==> config.mk <==
export PLATFORM = sky130hd
export DESIGN_NAME = fifo_rd_stream
export DESIGN_NICKNAME = d
export VERILOG_FILES = /design/src/rtl/fifo_pkg.sv /design/src/rtl/rd_skid_buf.sv /design/src/rtl/fifo_rd_stream.sv
export SDC_FILE = /design/constraint.sdc
export NUM_CORES = 1
export LEC_CHECK = 0
export ABC_AREA = 1
export ABC_CLOCK_PERIOD_IN_PS = 3100
export CAP_MARGIN = 0
export CORE_MARGIN = 4
export CORE_UTILIZATION = 45
export CTS_CLUSTER_DIAMETER = 120
export CTS_CLUSTER_SIZE = 24
export DETAILED_ROUTE_END_ITERATION = 10
export PLACE_DENSITY = 0.73
export SLEW_MARGIN = 20
export SYNTH_ARGS = -nofsm -noshare
export SYNTH_HDL_FRONTEND = slang
export SYNTH_SLANG_ARGS = --single-unit
export TNS_END_PERCENT = 30
==> constraint.sdc <==
create_clock -name r_clk -period 3.1 [get_ports r_clk]
set_input_delay 0.62 -clock r_clk [delete_from_list [all_inputs] [get_ports r_clk]]
set_output_delay 0.62 -clock r_clk [all_outputs]
set_load 0.005 [all_outputs]
==> src/rtl/fifo_pkg.sv <==
// Shared definitions for the async FIFO read-side stream stage.
// Buffer-state encodings, the default word width and the statistics counter widths.
package fifo_pkg;

  localparam int DATA_W_DEFAULT = 8;
  localparam int STAT_WORDS_W   = 32;
  localparam int STAT_STALL_W   = 16;

  // Encoding equals the number of words currently held in the skid buffer
  typedef enum logic [1:0] {
    BUF_EMPTY = 2'd0,
    BUF_ONE   = 2'd1,
    BUF_TWO   = 2'd2
  } buf_state_e;

endpackage

==> src/rtl/rd_skid_buf.sv <==
// Two-entry register buffer with head/tail pointers and an occupancy FSM.
// It accepts push and pop in the same cycle, including while full.
module rd_skid_buf
  import fifo_pkg::*;
#(
  parameter int DATA_W = DATA_W_DEFAULT
) (
  input  logic              r_clk,
  input  logic              reset_n,
  input  logic              push,
  input  logic [DATA_W-1:0] push_data,
  input  logic              pop,
  output logic [DATA_W-1:0] head_data,
  output buf_state_e        state
);

  logic [DATA_W-1:0] mem_reg [2];
  logic              head_reg;
  logic              tail_reg;
  buf_state_e        state_reg;
  buf_state_e        state_next;

  always_comb begin
    state_next = state_reg;
    case (state_reg)
      BUF_EMPTY: if (push) state_next = BUF_ONE;
      BUF_ONE: begin
        if (push && !pop)      state_next = BUF_TWO;
        else if (pop && !push) state_next = BUF_EMPTY;
      end
      BUF_TWO:   if (pop && !push) state_next = BUF_ONE;
      default:   state_next = BUF_EMPTY;
    endcase
  end

  // When full, tail and head point at the same slot, so a push
  // during a pop lands in the slot the head is just leaving.
  always_ff @(posedge r_clk or negedge reset_n) begin
    if (!reset_n) begin
      state_reg  <= BUF_EMPTY;
      head_reg   <= 1'b0;
      tail_reg   <= 1'b0;
      mem_reg[0] <= '0;
      mem_reg[1] <= '0;
    end else begin
      state_reg <= state_next;
      if (push) begin
        mem_reg[tail_reg] <= push_data;
        tail_reg          <= ~tail_reg;
      end
      if (pop) head_reg <= ~head_reg;
    end
  end

  assign head_data = mem_reg[head_reg];
  assign state     = state_reg;

endmodule

==> src/rtl/fifo_rd_stream.sv <==
// Read-side output stage: issues FIFO reads and re-presents the words as a valid/ready stream.
// Optional statistics counters are built when RD_STREAM_STATS_EN is defined.
module fifo_rd_stream
  import fifo_pkg::*;
#(
  parameter int DATA_W = DATA_W_DEFAULT
) (
  input  logic                    r_clk,
  input  logic                    reset_n,
  input  logic                    fifo_empty,
  output logic                    fifo_rd,
  input  logic [DATA_W-1:0]       fifo_rdata,
  output logic                    m_valid,
  input  logic                    m_ready,
  output logic [DATA_W-1:0]       m_data
`ifdef RD_STREAM_STATS_EN
  ,
  output logic [STAT_WORDS_W-1:0] stat_words,
  output logic [STAT_STALL_W-1:0] stat_stalls
`endif
);

  buf_state_e buf_state;
  logic [1:0] buf_cnt;
  logic       inflight_reg;
  logic       pop;
  logic [2:0] occ_next;

  rd_skid_buf #(
    .DATA_W (DATA_W)
  ) u_skid (
    .r_clk     (r_clk),
    .reset_n   (reset_n),
    .push      (inflight_reg),
    .push_data (fifo_rdata),
    .pop       (pop),
    .head_data (m_data),
    .state     (buf_state)
  );

  assign buf_cnt = buf_state;
  assign m_valid = (buf_state != BUF_EMPTY);
  assign pop     = m_valid & m_ready;

  // Occupancy after this edge, counting the word still in the memory read pipe
  assign occ_next = {1'b0, buf_cnt} + {2'b00, inflight_reg} - {2'b00, pop};
  assign fifo_rd  = reset_n & ~fifo_empty & (occ_next < 3'd2);

  always_ff @(posedge r_clk or negedge reset_n) begin
    if (!reset_n) inflight_reg <= 1'b0;
    else          inflight_reg <= fifo_rd;
  end

  assert property (@(posedge r_clk) disable iff (!reset_n)
                   (({1'b0, buf_cnt} + {2'b00, inflight_reg}) <= 3'd2));

`ifdef RD_STREAM_STATS_EN
  logic [STAT_WORDS_W-1:0] words_reg;
  logic [STAT_STALL_W-1:0] stalls_reg;

  always_ff @(posedge r_clk or negedge reset_n) begin
    if (!reset_n) begin
      words_reg  <= '0;
      stalls_reg <= '0;
    end else begin
      if (pop && (words_reg != '1))                    words_reg  <= words_reg + 1'b1;
      if (m_valid && !m_ready && (stalls_reg != '1))   stalls_reg <= stalls_reg + 1'b1;
    end
  end

  assign stat_words  = words_reg;
  assign stat_stalls = stalls_reg;
`endif

endmodule

==> run_results.csv <==
group,metric,value,unit
logic_synthesis,yosys.area_share.simple,22.3,%
floorplanning,die_h,55.1,um
sta,fin_skew,0.740,ps
floorplanning,start_util,49.0,%
logic_synthesis,ys_seq_area_share,52.6,%
routing,antenna_left,0,
worst_hold_path,hold_class,"flip-flop to flip-flop",
power,p_per_area,865,nW/um2
setup_path,critPathSlowestCell,"fa_1",
floorplanning,die_w,55.1,um
final_layout,final_area,1270,um2
floorplanning,dieArea,3040,um2
cts,ctsHoldBuffers,0,
setup_path,critPathMostFrequentCell,"nand2_1",
setup_path,r2r_cells,7,
placed_design,placed_cell_area,1230,um2
setup_path,cp_num_cells,9,
global_routing,met1_usage,18.9,%
sta,finalHoldViolations,0,
cts,clock_latency,290,ps
worst_hold_path,whs_path_depth,2,
setup_path,cp_max_fo,3,
setup_path,path_buf_inv,3,
global_routing,grt_max_degree,22,
worst_hold_path,min-delay-start,"u_skid.mem_reg[13]",
global_routing,globalRouteTotalUtil,15.0,%
sta,period_minus_slack,2940,ps
global_routing,grt_use_met2,24.8,%
setup_path,cp_slowest_stage_delay,480,ps
setup_path,path_class,"primary input to output pin",
floorplanning,core_region_area,2040,um2
cts,cts_sinks,21,
setup_path,critPathTopFamily,"buffers and inverters",
logic_synthesis,syn_area,1000,um2
logic_synthesis,ys_types,19,
setup_path,r2r-end,"inflight_reg",
placed_design,port_buffers,21,
logic_synthesis,yosys_warnings,0,
logic_synthesis,synth_compound_area_share,12.5,%
routing,drt_wl_total,1.95,mm
logic_synthesis,synth.area.top_cells,"dfrtp_1, nand2_1, o21ai_2",
logic_synthesis,synth_top_family_by_area,"simple AND/OR/NAND/NOR gates",
sta,max_freq,341,MHz
cts,cts_root_buf,"clkbuf_4",
routing,routed_via_density,4.89,
sta,slew_headroom,50.8,%
power,vdd_drop_max,0.546,mV
setup_path,startpoint_type,"primary input",
logic_synthesis,async_flop_share,100,%
final_layout,fillCellCount,192,
sta,fin_crit_sh,94.7,%
final_layout,diodes,0,
global_routing,overflow,0,
logic_synthesis,syn_nets,130,
logic_synthesis,synth_mux_area_share,0,%
logic_synthesis,syn_avg_cell_area,8.54,um2
run,drv_cap,0,
final_layout,layout-drive-gt1-share,16.1,%
setup_path,crit_chain,"clkdlybuf4s50_1, inv_2, nand2_1, nor2_2, a21oi_1, fa_1, nand2_1, nor3_2, clkbuf_2",
setup_path,arrival,2320,ps
sta,finalSetupViolations,0,
sta,maxSlewViolCount,0,
global_routing,grt_pass1_wl,3.22,mm
floorplanning,io_pins,22,
logic_synthesis,syn-instance-count,117,
cts,path_clk_slew,110,ps
cts,cts_made_buffers,3,
logic_synthesis,yosys.area.top_type,"dfrtp_1",
floorplanning,core.rowCount,16,
placed_design,routabilityCongestion,0.668,
final_layout,largest_reg_flops,16,
final_layout,syn_to_final_growth,27.3,%
final_layout,fin_nets,157,
global_routing,grt_pass1_vias,790,
logic_synthesis,yosys-top-cells-count,"nand2_1, dfrtp_1, inv_1",
setup_path,crit_required,2480,ps
logic_synthesis,synth.most_common_cell,"nand2_1",
cts,cts_tree,"built",
routing,drtPass1Iterations,4,
global_routing,met3_usage,3.22,%
global_routing,grt-busiest-layer,"met2",
logic_synthesis,synthXorXnorAreaFrac,1.75,%
logic_synthesis,synth-seq-cells,21,
routing,wl_per_cell,11.5,um
power,cellLeakagePower,0.000646,uW
setup_path,setup.worst_path.end_class,"output pin",
routing,drt_iter0_markers,19,
routing,route.detailed.drc,0,
sta,rsz0062_at_grt,"no",
cts,clock_path_buffers,2,
status,status,"complete, no violations",
worst_hold_path,min_to,"u_skid.mem_reg[13]",
logic_synthesis,synthAdderAreaFrac,2.00,%
global_routing,antenna_found_initial,0,
logic_synthesis,synth_edf_count,0,
setup_path,ff2ff_setup_slack,1370,ps
cts,htreeDepth,1,
logic_synthesis,synth_largest_type_area_fraction,52.6,%
sta,fin_tns_setup,0,ps
setup_path,worstReg2RegStart,"u_skid.state[1]",
logic_synthesis,synth_top_flop_cell,"dfrtp_1",
sta,tightestPinTransition,737,ps
routing,vias,832,
placed_design,dpl.hpwl,1.35,mm
[per-stage QoR]
stage	std cells	power [uW]	utilization, %	setup WS (ps)	hold WS [ps]
2_1_floorplan	117	751	-	772	324
3_3_place_gp	165	963	60.4	-177	464
3_5_place_dp	165	981	60.4	-243	472
4_1_cts	169	1110	61.9	89.1	501
5_1_grt	170	1210	62.3	13.8	517
6_report	170	1100	62.3	164	495
[how the worst max path moves through the flow]
| stage | startpoint | endpoint | slack [ps] |
|---|---|---|---|
| 2_1_floorplan | m_ready | fifo_rd | 770 |
| 3_3_place_gp | m_ready | fifo_rd | -180 |
| 3_5_place_dp | m_ready | fifo_rd | -240 |
| 4_1_cts | m_ready | fifo_rd | 90 |
| 5_1_grt | m_ready | fifo_rd | 10 |
| 6_report | m_ready | fifo_rd | 160 |
[area by class of cell]
| type | count | area [um2] | area share, % |
|---|---|---|---|
| repair buffers | 26 | 243 | 19.1 |
| clock buffers | 4 | 26.3 | 2.06 |
| flip-flops and latches | 21 | 526 | 41.3 |
| multi-input cells | 79 | 395 | 31.1 |
| inverters | 13 | 48.8 | 3.83 |
| well taps | 27 | 33.8 | 2.65 |
[where the power goes]
group          total (uW)  switching, uW  internal (uW)
Clock                 128           77.5           50.0
Combinational         495            227            267
Sequential            479           81.7            397
Total                1100            387            715
[worst register-to-register path: stages, from the launching register on]
cell and delay (ps):
dfrtp_1 460, nand2_1 130, nor2_2 50, buf_4 130, fa_1 490, nand2_1 70, nor3_2 220, buf_4 140
[logic make-up after synthesis]
logic type | count (synthesis)
buf+inv | 17
flops | 21
compound gates | 19
simple gates | 57
fa+ha+maj | 1
xor+xnor | 2
[per-layer routing]
layer / vias up / share of wire (%)
li1: 416 / -
met1: 398 / 44
met2: 16 / 50
met3: 2 / 4.9
met4: 0 / 0.51
met5: - / 0
[cells in the final DEF, fill, tap and decap left out]
| master | n |
|---|---|
| clkbuf_2 | 1 |
| nand2_2 | 1 |
| o21ai_2 | 8 |
| clkdlybuf4s50_1 | 20 |
| nand2_1 | 50 |
| inv_1 | 10 |
| dfrtp_1 | 21 |
| clkbuf_1 | 1 |
| buf_4 | 5 |
| or2_1 | 1 |
| nor2_1 | 1 |
| xor2_1 | 2 |
| clkbuf_4 | 3 |
| a21oi_1 | 2 |
| clkinv_1 | 1 |
| nand4_1 | 1 |
| nor2_2 | 2 |
| nor3_2 | 1 |
| fa_1 | 1 |
| inv_2 | 2 |
| o21ai_0 | 9 |
[repair_timing]
item / 4_1_cts / 5_1_grt
setup endpoints to repair: 1 / 1
resized for setup: 2 / 5
buffers inserted: 0 / 1
pin swaps: 0 / 1
No activity file was read; power rests on OpenSTA's default activity.
